`src/rtl/bp_pkg.sv`:
```
// Shared branch-op encoding, counter states and outcome resolution for the predictor.
// Latency: n/a (types and pure functions only).
// Backpressure: n/a.
package bp_pkg;

    typedef enum logic [1:0] {
        BR_NONE = 2'd0,
        BR_EQ   = 2'd1,
        BR_NE   = 2'd2,
        BR_JUMP = 2'd3
    } br_op_e;

    typedef enum logic [1:0] {
        SNT = 2'd0,
        WNT = 2'd1,
        WT  = 2'd2,
        ST  = 2'd3
    } ctr_state_e;

    // Same decision branch_ctrl makes in execute; validity is applied by the caller.
    function automatic logic resolve_branch(input logic [1:0] op, input logic alu_zero);
        logic taken;
        taken = 1'b0;
        case (op)
            BR_EQ:   taken = alu_zero;
            BR_NE:   taken = ~alu_zero;
            BR_JUMP: taken = 1'b1;
            default: taken = 1'b0;
        endcase
        return taken;
    endfunction

endpackage

```
`src/rtl/bp_sat_counter2.sv`:
```
// One 2-bit saturating taken/not-taken counter.
// Latency: state moves one step on the rising edge after en.
// Backpressure: none; en is the only qualifier, holding it low freezes the counter.
module bp_sat_counter2
    import bp_pkg::*;
#(
    parameter logic [1:0] INIT_STATE = 2'b01
) (
    input  logic       clk,
    input  logic       rst_n,
    input  logic       en,
    input  logic       taken,
    output logic [1:0] state
);

    always_ff @(posedge clk or negedge rst_n) begin
        if (!rst_n) begin
            state <= INIT_STATE;
        end else if (en) begin
            if (taken && (state != ST)) begin
                state <= state + 2'd1;
            end else if (!taken && (state != SNT)) begin
                state <= state - 2'd1;
            end
        end
    end

endmodule

```
`src/rtl/branch_predictor.sv`:
```
// 2-bit counter branch predictor: decode-stage lookup, execute-stage resolve/update, stats.
// Latency: pred_taken/branch/mispredict combinational; table and stats update next edge.
// Backpressure: ex_stall holds off table and statistics updates until the stall drops.
module branch_predictor
    import bp_pkg::*;
#(
    parameter int         IDX_BITS   = 4,
    parameter int         PC_WIDTH   = 32,
    parameter logic [1:0] INIT_STATE = 2'b01,
    parameter int         STAT_WIDTH = 16
) (
    input  logic                  clk,
    input  logic                  rst_n,
    input  logic                  dec_valid,
    input  logic [PC_WIDTH-1:0]   dec_pc,
    input  logic [1:0]            dec_branch_op,
    output logic                  pred_taken,
    input  logic                  ex_valid,
    input  logic                  ex_stall,
    input  logic [PC_WIDTH-1:0]   ex_pc,
    input  logic [1:0]            ex_branch_op,
    input  logic                  ex_alu_zero,
    input  logic                  ex_pred_taken,
    output logic                  branch,
    output logic                  mispredict,
    output logic [STAT_WIDTH-1:0] branch_count,
    output logic [STAT_WIDTH-1:0] mispred_count
);

    localparam int NUM_ENTRIES = 1 << IDX_BITS;

    logic [IDX_BITS-1:0] dec_idx;
    logic [IDX_BITS-1:0] ex_idx;
    logic [1:0]          ctr_state [NUM_ENTRIES];
    logic                ex_is_cond;
    logic                stat_en;
    logic                upd_en;
    logic                unused_pc_bits;

    // Word-aligned instructions: the low two PC bits carry no index information.
    assign dec_idx = dec_pc[IDX_BITS+1:2];
    assign ex_idx  = ex_pc[IDX_BITS+1:2];
    assign unused_pc_bits = ^{dec_pc[PC_WIDTH-1:IDX_BITS+2], dec_pc[1:0],
                              ex_pc[PC_WIDTH-1:IDX_BITS+2], ex_pc[1:0]};

    always_comb begin
        pred_taken = 1'b0;
        if (dec_valid) begin
            case (dec_branch_op)
                BR_EQ, BR_NE: pred_taken = ctr_state[dec_idx][1];
                BR_JUMP:      pred_taken = 1'b1;
                default:      pred_taken = 1'b0;
            endcase
        end
    end

    assign branch     = ex_valid & resolve_branch(ex_branch_op, ex_alu_zero);
    assign mispredict = ex_valid & (ex_branch_op != BR_NONE) & (branch != ex_pred_taken);

    assign ex_is_cond = (ex_branch_op == BR_EQ) || (ex_branch_op == BR_NE);
    assign stat_en    = ex_valid & ~ex_stall;
    assign upd_en     = stat_en & ex_is_cond;

    // No read bypass: a same-cycle write to the decode index shows up one cycle later.
    for (genvar i = 0; i < NUM_ENTRIES; i++) begin : g_entry
        bp_sat_counter2 #(
            .INIT_STATE(INIT_STATE)
        ) u_ctr (
            .clk   (clk),
            .rst_n (rst_n),
            .en    (upd_en && (ex_idx == IDX_BITS'(i))),
            .taken (branch),
            .state (ctr_state[i])
        );
    end

    always_ff @(posedge clk or negedge rst_n) begin
        if (!rst_n) begin
            branch_count  <= '0;
            mispred_count <= '0;
        end else if (stat_en) begin
            if (ex_is_cond && (branch_count != {STAT_WIDTH{1'b1}})) begin
                branch_count <= branch_count + 1'b1;
            end
            if (mispredict && (mispred_count != {STAT_WIDTH{1'b1}})) begin
                mispred_count <= mispred_count + 1'b1;
            end
        end
    end

endmodule
```
`config.mk`:
```
export PLATFORM = sky130hd
export DESIGN_NAME = branch_predictor
export DESIGN_NICKNAME = d
export VERILOG_FILES = /design/src/rtl/bp_pkg.sv /design/src/rtl/bp_sat_counter2.sv /design/src/rtl/branch_predictor.sv
export SDC_FILE = /design/constraint.sdc
export NUM_CORES = 1
export LEC_CHECK = 0
export BUFFER_PORTS_ARGS = -buffer_cell sky130_fd_sc_hd__buf_4
export CORE_ASPECT_RATIO = 0.5
export CORE_UTILIZATION = 40
export CTS_BUF_LIST = sky130_fd_sc_hd__clkbuf_16
export CTS_CLUSTER_DIAMETER = 100
export DETAILED_ROUTE_END_ITERATION = 10
export PLACE_DENSITY = 0.77
export SYNTH_ARGS = -nofsm -noshare
export SYNTH_HDL_FRONTEND = slang
export SYNTH_SLANG_ARGS = --single-unit
export TNS_END_PERCENT = 100
```
`constraint.sdc`:
```
create_clock -name clk -period 5.2 [get_ports clk]
set_input_delay 1.04 -clock clk [delete_from_list [all_inputs] [get_ports clk]]
set_output_delay 1.04 -clock clk [all_outputs]
set_load 0.1 [all_outputs]
```
Word level (Yosys, flattened, before mapping)
Index checks and enable logic that the tools add are counted.
Widths: inputs -> output; s select.
{"block": "classes", "muxes": 38, "n_reduce_logical": 105, "n_lt_le_gt_ge": 1, "bitwise": 8, "add_sub_neg": 34, "n_eq_ne": 40}
{"cell": "$mux 2", "n": 34}
{"cell": "$reduce_bool 2->1", "n": 33}
{"cell": "$logic_and 1x1->1", "n": 50}
{"cell": "$reduce_and 2->1", "n": 18}
{"cell": "$add 16x1->16 const B", "n": 2}
{"cell": "$add 2x1->2 const B", "n": 16}
{"cell": "$eq 4x4->1 const B", "n": 8}
{"cell": "$ne 16x16->1 const B", "n": 2}
{"cell": "$ne 2x2->1 const B", "n": 16}
{"cell": "$sub 2x1->2 const B", "n": 16}
{"cell": "$eq 4x3->1 const B", "n": 4}
{"cell": "$bmux 2 s4", "n": 1}
{"cell": "$eq 2x2->1 const B", "n": 4}
{"cell": "$eq 4x2->1 const B", "n": 2}
{"cell": "$and 1x1->1", "n": 5}
{"cell": "$ge 5x5->1 const B", "n": 1}
{"cell": "$not 4->5", "n": 1}
{"cell": "$eq 2x1->1 const B", "n": 2}
{"cell": "$eq 4x1->1 const B", "n": 1}
{"cell": "$logic_not 4->1", "n": 1}
{"cell": "$pmux 1 s3", "n": 1}
{"cell": "$not 1->1", "n": 2}
{"cell": "$pmux 1 s2", "n": 1}
{"cell": "$reduce_or 2->1", "n": 1}
{"cell": "4 further kinds", "n": 4}
{"block": "word_totals", "input_bits": 75, "word_cells": 244, "out_inout_bits": 35, "ff_bits": 64}

Logic depth before layout (Yosys ltp)
Gate-level depths: netlist of run 1.
{"block": "logic_depth", "depth_word": 7, "ltp_mapped": 8, "ltp_nobuf": 7}

By module
Synthesis of run 1 repeated with hierarchy kept, for this count alone.
{"block": "unflattened", "hier_cells": 316, "hier_area_um2": 3464.6}
{"module": "branch_predictor", "area_per_inst_um2": 1923.1, "n_inst": 1, "seq_area_each_um2": 800.8, "cells_per_inst": 188}
{"module": "bp_sat_counter2", "area_per_inst_um2": 96.3, "n_inst": 16, "seq_area_each_um2": 51.3, "cells_per_inst": 8}

Worst setup path before layout of run 1
OpenSTA, ideal clock, no wires.
{"block": "synth_path", "path_type": "input port to output port", "startpoint": "input port ex_branch_op[0]", "endpoint": "output port mispredict", "n_path_buf": 0, "stages": 4, "t_required_ns": 4.160, "slack_ns": 0.979, "t_arrival_ns": 3.181, "cell_sequence": "inv_1 -> ha_1 -> or3b_1 -> mux2i_1"}
{"block": "synth_between", "elab_chain_len": 5, "word_cells_on_any_way": 9, "classes_between": "4 x eq/ne; 1 x mux; 3 x bitwise; 1 x reduce/logical"}
{"item": "from (decl)", "line": "branch_predictor.sv:21", "rtl": "input logic [1:0] ex_branch_op,"}
{"item": "$eq 2x2->1 or $eq 2x1->1 (tied branches)", "line": "bp_pkg.sv:24", "rtl": "case (op)"}
{"item": "$pmux 1 s3", "line": "bp_pkg.sv:24"}
{"item": "$and 1x1->1", "line": "branch_predictor.sv:57", "rtl": "assign branch = ex_valid & resolve_branch(ex_branch_op, ex_alu_zero);"}
{"item": "$ne 1x1->1", "line": "branch_predictor.sv:58", "rtl": "assign mispredict = ex_valid & (ex_branch_op != BR_NONE) & (branch != ex_pred_taken);"}
{"item": "$and 1x1->1 (*)", "line": "branch_predictor.sv:58"}
{"item": "to (decl)", "line": "branch_predictor.sv:25", "rtl": "output logic mispredict,"}
Every way passes the cells marked *; elsewhere a longest branch is shown, timed or not.

Worst setup path after layout of run 1
{"block": "layout_path", "startpoint": "input port dec_pc[2]", "endpoint": "output port pred_taken"}
{"block": "layout_between", "elab_chain_len": 6}
{"item": "from (decl)", "line": "branch_predictor.sv:15", "rtl": "input logic [PC_WIDTH-1:0] dec_pc,"}
{"item": "$not 4->5 (implied by the code)", "line": "branch_predictor.sv:50", "rtl": "BR_EQ, BR_NE: pred_taken = ctr_state[dec_idx][1];"}
{"item": "$bmux 2 s4", "line": "branch_predictor.sv:50"}
{"item": "$mux 2 (implied by the code) (2 in a row)", "line": "branch_predictor.sv:50"}
{"item": "$pmux 1 s2", "line": "branch_predictor.sv:49", "rtl": "case (dec_branch_op)"}
{"item": "$mux 1", "line": "branch_predictor.sv:48", "rtl": "if (dec_valid) begin"}
{"item": "to (decl)", "line": "branch_predictor.sv:17", "rtl": "output logic pred_taken,"}
Every way passes these cells. The select of a mux whose other input is x is not followed.

==> results.json, run 1 <==
{
  "place_ws_ns": 1.69,
  "crit_path_end_kind": "primary output",
  "grt-ovfl-total": 0,
  "synthCells": 363,
  "p_leak_nw": 1.92,
  "synth_most_common_cell": "dfrtp_1",
  "antenna_found_initial": 0,
  "synth_area_leader_cell": "dfrtp_1",
  "n_fill_cell": 773,
  "io_pins": 110,
  "grtUsageMet2_pct": 27.9,
  "clock_latency_ns": 0.33,
  "synth_top_cell_area_share_pct": 34.2,
  "finalSetupTns_ns": 0,
  "die_w_um": 134,
  "intPower_w": 0.00101,
  "place.port_buffers": 53,
  "nets": 497,
  "ys_ff_latch": 64,
  "pwr-share-comb_pct": 31.1,
  "dieArea_um2": 9170,
  "cts.sinks": 64,
  "cts_tree": "yes",
  "syn-num-nets": 443,
  "vias_per_cell": 5.34,
  "multiInputGateArea_um2": 1780,
  "seqCellArea_um2": 1620,
  "drv_slew": 0,
  "arrival_ns": 2.46,
  "die_h_um": 68.2,
  "post-route-period-util_pct": 67.3,
  "hp-class": "register to register",
  "maxSlewHeadroom_pct": 46.4,
  "grt_pass1_wl_mm": 12.5,
  "avgRoutedWirePerCell_um": 13.9,
  "worst_path_max_delay_cell": "mux4_2",
  "grt_pass1_vias": 2579,
  "cts_root_buf": "clkbuf_16",
  "grt_busiest_layer": "met2",
  "routabilityCongestion": 0.810,
  "rsz0062_at_grt": "false",
  "ctsResizeCount": 0,
  "synth_enable_flop_cells": 0,
  "timing.fmax_ghz": 0.286,
  "synthArstFlopShare_pct": 100,
  "vdd_drop_max_v": 0.000241,
  "drtIter0Drc": 177,
  "cpMostUsedCell": "buf_4",
  "pwr-share-clk_pct": 30.5,
  "drc_errors": 0,
  "max_cap_violations": 0,
  "hold_viol": 0,
  "ys_top_cells_by_count": "48 x dfrtp_1, 36 x nand2_1, 34 x a21oi_1",
  "grt_util_met3_pct": 4.74,
  "critPathRequiredTime_ns": 4.16,
  "grt_max_degree": 65,
  "met1_usage_pct": 23.9,
  "setup_violations": 0,
  "swShare_pct": 39.7,
  "cp_max_fo": 5,
  "avgSynthCellArea_um2": 9.66,
  "grtUsageTotal_pct": 17.9,
  "numCtsBuffers": 9,
  "coreArea_um2": 8260,
  "hpwl_mm": 5.26,
  "area_growth_pct": 21.4,
  "initial_core_util_pct": 42.5,
  "setup_ws_ns": 1.70,
  "worstMarginPinSlew_ns": 0.803,
  "ys_seq_area_share_pct": 46.2,
  "crit_family": "multiplexers",
  "fin_util_pct": 51.6,
  "final_cells": 534,
  "hold_buffers": 0,
  "dp_cells": 518,
  "synth-warning-count": 0,
  "cts_max_level": 3,
  "power.switching_w": 0.000668,
  "cts_setup_buffers": 0,
  "synth_area_um2": 3510,
  "routed_wl_mm": 7.40,
  "whs_ns": 0.488,
  "std_cell_rows": 23,
  "path_buf_inv": 2,
  "firstDrtPassIters": 4,
  "clockBufferDepth": 2,
  "clkSlewWorstSetupHoldPaths_ns": 0.05,
  "period_minus_slack_ns": 3.50,
  "seqPwrFrac_pct": 38.4,
  "ys_top_cells_by_area": "dfrtp_1 34%, dfstp_2 12%, a21oi_1 4.9%, nand2_1 3.9%, xor2_1 3.2%",
  "drive_above_1_share_pct": 23.9,
  "antenna_cells": 0,
  "finalClockSkew_ns": 0.00855,
  "p_per_area_nw_per_um2": 395,
  "worstSetupPathType": "input port to primary output",
  "outcome": "completed",
  "startpoint_type": "input port",
  "path_cells": "buf_4, mux4_2, mux2_2, a31oi_1, a21oi_1, buf_4",
  "num_vias": 2854,
  "synth_cell_types": 47,
  "synth_ff_type": "dfrtp_1",
  "slowest_delay_ns": 0.50,
  "final_antenna_net_count": 0
}
==> power groups by stage <==
| stage | combinational [W] | clock (W) | sequential (W) |
|---|---|---|---|
| detailed placement | 0.000527 | 0 | 0.000654 |
| floorplan | 0.000142 | 0 | 0.000908 |
| CTS | 0.000528 | 0.000528 | 0.000646 |
| global route | 0.000557 | 0.000548 | 0.000658 |
| finish | 0.000523 | 0.000513 | 0.000645 |
| global placement | 0.000520 | 0 | 0.000651 |
==> final cells by class <==
class                           instances  area share (%)
Timing Repair Buffer                   54            9.52
Sequential cell                        64            38.1
Tap cell                              112            3.29
Clock buffer                            9            5.29
Multi-Input combinational cell        271            41.7
Inverter                               17            1.50
Clock inverter                          7           0.617
==> state kept, by name, indices dropped and copies added (netlist names) <==
register,count
g_entry.u_ctr.state,32
branch_count,16
mispred_count,16
==> routing by layer <==
| metal | part of all wire, % | up-vias |
|---|---|---|
| li1 | - | 1427 |
| met1 | 48 | 1381 |
| met2 | 48 | 44 |
| met3 | 3.9 | 2 |
| met4 | 0.14 | 0 |
| met5 | 0 | - |
==> layout by cell type, fill, tap and decap left out, types with 6 or more instances in the layout <==
master	instances
nand2_1	36
clkbuf_16	9
a31oi_1	13
xnor2_1	12
o21ai_0	16
xor2_1	13
a21oi_1	34
nand4_1	7
dfstp_2	16
dfrtp_1	48
and3_1	6
nand3_1	21
nor3_1	14
nor2_1	25
o21bai_1	10
buf_4	54
inv_1	22
mux2i_1	9
==> worst register-to-register path: stages, from the launching register on <==
cell     delay (ns)
dfrtp_1        0.40
ha_1           0.25
nand3_1        0.11
or2_2          0.33
nor3_1         0.27
and3_1         0.20
mux2_1         0.33
==> final timing paths <==
check                                           startpoint                    endpoint  slack, ns  cells past startpoint
worst min register to register  g_entry[15].u_ctr.state[0]  g_entry[15].u_ctr.state[0]       0.49                      1
max in group asynchronous                            rst_n   g_entry[7].u_ctr.state[1]       3.87                      1
worst max-delay path                             dec_pc[2]                  pred_taken       1.70                      6
worst min-delay path            g_entry[15].u_ctr.state[0]  g_entry[15].u_ctr.state[0]       0.49                      1
worst max register to register             branch_count[0]            branch_count[14]       3.20                      6
min in group asynchronous                            rst_n   g_entry[5].u_ctr.state[1]       0.81                      1
==> kinds of logic (layout without fill, tap and decap cells) <==
kind of cell,count (synthesis),in the layout,share of synthesized area [%]
muxes,18,18,6.42
buffers and inverters,28,87,3.14
AOI/OAI and AO/OA,85,85,14.8
and+or+nand+nor,138,138,21.4
DFF,64,64,46.2
adders and majority gates,5,5,1.78
xor gates and xnor gates,25,25,6.24
==> through the flow <==
stage,power [W],area (µm²)
6_report,0.00168,4260
5_1_grt,0.00176,4260
4_1_cts,0.00170,4260
3_5_place_dp,0.00118,4010
3_3_place_gp,0.00117,4010
2_1_floorplan,0.00105,3510
Power figures use the tool's default switching activity.
==> run 2: changes to the inputs <==
- clock period: 5.2 -> 3.5 ns (I/O delays scaled with it)
==> results.json, run 2 (same netlist as run 1, synthesis figures left out) <==
{
  "grt_max_degree": 65,
  "grt_pass1_vias": 2604,
  "grt_busiest_layer": "met2",
  "crit_path_end_kind": "primary output",
  "p_leak_nw": 1.92,
  "drtIter0Drc": 182,
  "final_cells": 534,
  "routed_wl_mm": 7.22,
  "whs_ns": 0.486,
  "vdd_drop_max_v": 0.000640,
  "p_per_area_nw_per_um2": 600,
  "layout_commonest_cell": "buf_4",
  "setup_ws_ns": 0.691,
  "timing.fmax_ghz": 0.356,
  "std_cell_rows": 23,
  "vias_per_cell": 5.34,
  "antenna_cells": 0,
  "worstSetupPathType": "input port to primary output",
  "grt_util_met3_pct": 4.59,
  "coreArea_um2": 8260,
  "hpwl_mm": 5.10,
  "cts_max_level": 3,
  "dp_cells": 518,
  "period_minus_slack_ns": 2.81,
  "num_vias": 2849,
  "area_growth_pct": 22.3,
  "post-route-period-util_pct": 80.3,
  "io_pins": 110,
  "rsz0062_at_grt": "false",
  "max_cap_violations": 0,
  "top_regs": "g_entry.u_ctr.state (32), branch_count (16), mispred_count (16)",
  "clockBufferDepth": 2,
  "cts_setup_buffers": 0,
  "cp_max_fo": 5,
  "cts_tree": "yes",
  "clock_latency_ns": 0.32,
  "routabilityCongestion": 0.750,
  "critPathRequiredTime_ns": 2.80,
  "die_w_um": 134,
  "slowest_delay_ns": 0.50,
  "grt-ovfl-total": 0,
  "hp-class": "input port to asynchronous set/reset pin",
  "dieArea_um2": 9170,
  "nets": 497,
  "path_cells": "buf_4, mux4_2, mux2_2, a31oi_1, a21oi_1, buf_4",
  "initial_core_util_pct": 42.5,
  "antenna_found_initial": 0,
  "grt_pass1_wl_mm": 12.0,
  "largest_reg_flops": 32,
  "drc_errors": 0,
  "grtUsageTotal_pct": 17.2,
  "finalSetupTns_ns": 0,
  "finalClockSkew_ns": 0.00638,
  "drv_slew": 0,
  "startpoint_type": "input port",
  "final_cell_mix": "54 x buf_4, 48 x dfrtp_1, 36 x nand2_1",
  "met1_usage_pct": 22.1,
  "setup_violations": 0,
  "cpMostUsedCell": "buf_4",
  "hold_buffers": 0,
  "place_ws_ns": 0.686,
  "die_h_um": 68.2,
  "grtUsageMet2_pct": 28.2,
  "cts.sinks": 64,
  "final_antenna_net_count": 0,
  "worstMarginPinSlew_ns": 0.801,
  "numCtsBuffers": 9,
  "avgRoutedWirePerCell_um": 13.5,
  "ctsResizeCount": 0,
  "clkSlewWorstSetupHoldPaths_ns": 0.05,
  "maxSlewHeadroom_pct": 46.6,
  "outcome": "completed",
  "place.port_buffers": 53,
  "cts_root_buf": "clkbuf_16",
  "worst_path_max_delay_cell": "mux4_2",
  "firstDrtPassIters": 4,
  "arrival_ns": 2.11,
  "largest-register": "g_entry.u_ctr.state",
  "drive_above_1_share_pct": 24.6,
  "hold_viol": 0
}
run 2: cell types whose count changed in the layout (fill, tap and decap cells not counted), sizes merged:
cell	previous run	this run
inv	22	18
clkinv	2	5
bufinv	0	1
run 2: power breakdown:
| part | internal, W | switching, W |
|---|---|---|
| Sequential | 0.000860 | 0.000101 |
| Clock | 0.000536 | 0.000299 |
| Combinational | 0.000186 | 0.000590 |
run 2: per-stage QoR:
step / cell area, µm² / util [%] / power, W
2_1_floorplan: 3510 / - / 0.00156
3_3_place_gp: 4010 / 48.6 / 0.00174
3_5_place_dp: 4010 / 48.6 / 0.00175
4_1_cts: 4290 / 51.9 / 0.00261
5_1_grt: 4290 / 51.9 / 0.00270
6_report: 4290 / 51.9 / 0.00257
run 2: critical path, delay by kind of cell:
kind            cells  cell delay, ns
mux                 2            0.78
compound gates      2            0.26
buf+inv             2            0.35
run 2: final cells by class:
cell class | count | area, µm²
multi-input combinational | 271 | 1780
fill | 756 | 3970
clock buffer | 9 | 225
sequential | 64 | 1620
clock inverter | 7 | 53.8
inverter | 17 | 63.8
timing repair buffer | 54 | 405
tap | 112 | 140
run 2: final timing paths:
path | cells past startpoint | startpoint | slack (ns) | endpoint
max in group asynchronous | 1 | rst_n | 2.51 | g_entry[8].u_ctr.state[1]
max reg2reg | 6 | branch_count[0] | 1.45 | branch_count[14]
max | 6 | dec_pc[2] | 0.69 | pred_taken
min in group clk | 1 | g_entry[3].u_ctr.state[0] | 0.49 | g_entry[3].u_ctr.state[0]
min reg2reg | 1 | g_entry[3].u_ctr.state[0] | 0.49 | g_entry[3].u_ctr.state[0]
min | 1 | rst_n | 0.49 | mispred_count[15]
run 2: metal layers:
| layer | up-vias | share of wire [%] |
|---|---|---|
| met5 | - | 0 |
| met4 | 0 | 1.3 |
| met3 | 7 | 5.2 |
| met2 | 75 | 46 |
| met1 | 1346 | 48 |
| li1 | 1421 | - |
==> run 3: changes to the inputs <==
- PLACE_DENSITY: 0.77 -> 0.8
- clock period: 3.5 -> 2.4 ns (I/O delays scaled with it)
==> results.json, run 3 (same netlist as run 1, synthesis figures left out) <==
{
  "clockBufferDepth": 2,
  "drtIter0Drc": 236,
  "clock_latency_ns": 0.33,
  "cp_max_fo": 2,
  "routabilityCongestion": 0.810,
  "area_growth_pct": 29.1,
  "grt_pass1_wl_mm": 12.4,
  "worstSetupPathType": "register to primary output",
  "vdd_drop_max_v": 0.00115,
  "slowest_delay_ns": 0.48,
  "largest_reg_flops": 32,
  "largest-register": "g_entry.u_ctr.state",
  "hold_buffers": 0,
  "period_minus_slack_ns": 2.37,
  "cts_root_buf": "clkbuf_16",
  "firstDrtPassIters": 4,
  "drive_above_1_share_pct": 29.3,
  "rsz0062_at_grt": "true",
  "std_cell_rows": 23,
  "routed_wl_mm": 7.57,
  "place.port_buffers": 53,
  "vias_per_cell": 5.34,
  "crit_family": "multiplexers",
  "numCtsBuffers": 9,
  "finalClockSkew_ns": 0.00628,
  "hp-class": "input port to asynchronous set/reset pin",
  "dieArea_um2": 9170,
  "antenna_cells": 0,
  "initial_core_util_pct": 42.5,
  "startpoint_type": "register",
  "cts_max_level": 3,
  "io_pins": 110,
  "arrival_ns": 1.89,
  "coreArea_um2": 8260,
  "p_total_w": 0.00393,
  "cts_tree": "yes",
  "antenna_found_initial": 0,
  "worstMarginPinSlew_ns": 0.618,
  "max_cap_violations": 0,
  "maxSlewHeadroom_pct": 58.5,
  "timing.fmax_ghz": 0.422,
  "top_regs": "g_entry.u_ctr.state (32), branch_count (16), mispred_count (16)",
  "grt-ovfl-total": 0,
  "num_vias": 2952,
  "p_per_area_nw_per_um2": 868,
  "cts.sinks": 64,
  "outcome": "completed",
  "layout_commonest_cell": "buf_4",
  "path_buf_inv": 1,
  "clkSlewWorstSetupHoldPaths_ns": 0.06,
  "intPower_w": 0.00245,
  "path_cells": "mux4_2, mux2_4, a31oi_4, a21oi_4, buf_12",
  "hold_viol": 0,
  "multiInputGateArea_um2": 1820,
  "final_antenna_net_count": 0,
  "setup_violations": 0,
  "die_w_um": 134,
  "grt_pass1_vias": 2703,
  "p_leak_nw": 2.05,
  "nets": 516,
  "grtUsageTotal_pct": 17.8,
  "n_fill_cell": 710,
  "grt_max_degree": 59,
  "seqPwrFrac_pct": 35.7,
  "pwr-share-clk_pct": 34.4,
  "reg2reg_slack_ns": 0.40,
  "drc_errors": 0,
  "whs_ns": 0.0350,
  "seqCellArea_um2": 1620,
  "drv_slew": 0,
  "swShare_pct": 37.8,
  "post-route-period-util_pct": 98.7,
  "die_h_um": 68.2,
  "power.switching_w": 0.00149,
  "final_cell_mix": "71 x buf_4, 46 x dfrtp_1, 36 x nand2_1",
  "crit_path_end_kind": "primary output",
  "critPathRequiredTime_ns": 1.92,
  "pwr-share-comb_pct": 29.9,
  "hpwl_mm": 5.46,
  "avgRoutedWirePerCell_um": 13.7,
  "worst_path_max_delay_cell": "mux4_2"
}
run 3: changes by cell type in the layout (fill, tap and decap cells not counted), moves of 2 or more:
cell / change
inv_1: +2
clkinv_1: -3
dfrtp_1: -2
buf_4: +17
buf_12: +2
dfrtp_2: +2
run 3: layout make-up:
class	instances	share of cell area [%]
repair buffers	73	12.7
clock inverters	7	1.77
inverters	17	1.41
flip-flops and latches	64	35.9
well taps	112	3.09
clock buffers	9	4.97
multi-input cells	271	40.2
run 3: routing by layer:
layer	vias up	GRT usage (%)	part of all wire (%)
met2	53	29.7	48
li1	1459	-	-
met5	-	0	0
met4	0	5.20	1.0
met3	7	6.37	4.5
met1	1433	22.1	47
run 3: stage by stage:
step | util (%) | TNS [ns] | cells | instance area (µm²) | setup WS (ns)
floorplan | - | 0 | 363 | 3540 | 0.0000775
global placement | 50.0 | -0.0115 | 529 | 4130 | -0.0115
detailed placement | 50.0 | -0.00246 | 529 | 4130 | -0.00246
CTS | 54.8 | 0 | 553 | 4530 | 0.0223
global route | 54.8 | -0.0182 | 553 | 4530 | -0.0182
finish | 54.8 | 0 | 553 | 4530 | 0.0323
run 3: path summary, 6_finish.rpt:
path | start | to | depth (start not counted)
worst min register to register | g_entry[3].u_ctr.state[0] | g_entry[3].u_ctr.state[0] | 1
worst max-delay path | g_entry[13].u_ctr.state[1] | pred_taken | 5
worst max register to register | branch_count[0] | branch_count[14] | 6
max in group asynchronous | rst_n | g_entry[7].u_ctr.state[0] | 2
worst min-delay path | rst_n | g_entry[12].u_ctr.state[1] | 1
min in group clk | g_entry[3].u_ctr.state[0] | g_entry[3].u_ctr.state[0] | 1
run 3: power by group through the flow:
stage / clock [W] / sequential (W) / combinational [W]
3_3_place_gp: 0 / 0.00142 / 0.00115
3_5_place_dp: 0 / 0.00143 / 0.00117
6_report: 0.00135 / 0.00140 / 0.00118
2_1_floorplan: 0 / 0.00197 / 0.000313
5_1_grt: 0.00143 / 0.00143 / 0.00124
4_1_cts: 0.00137 / 0.00141 / 0.00118
run 3: timing repair:
action,CTS,global route
endpoints found under the setup margin,1,1
buffers inserted,8,0
pin swaps,1,0
gates resized for setup,6,0
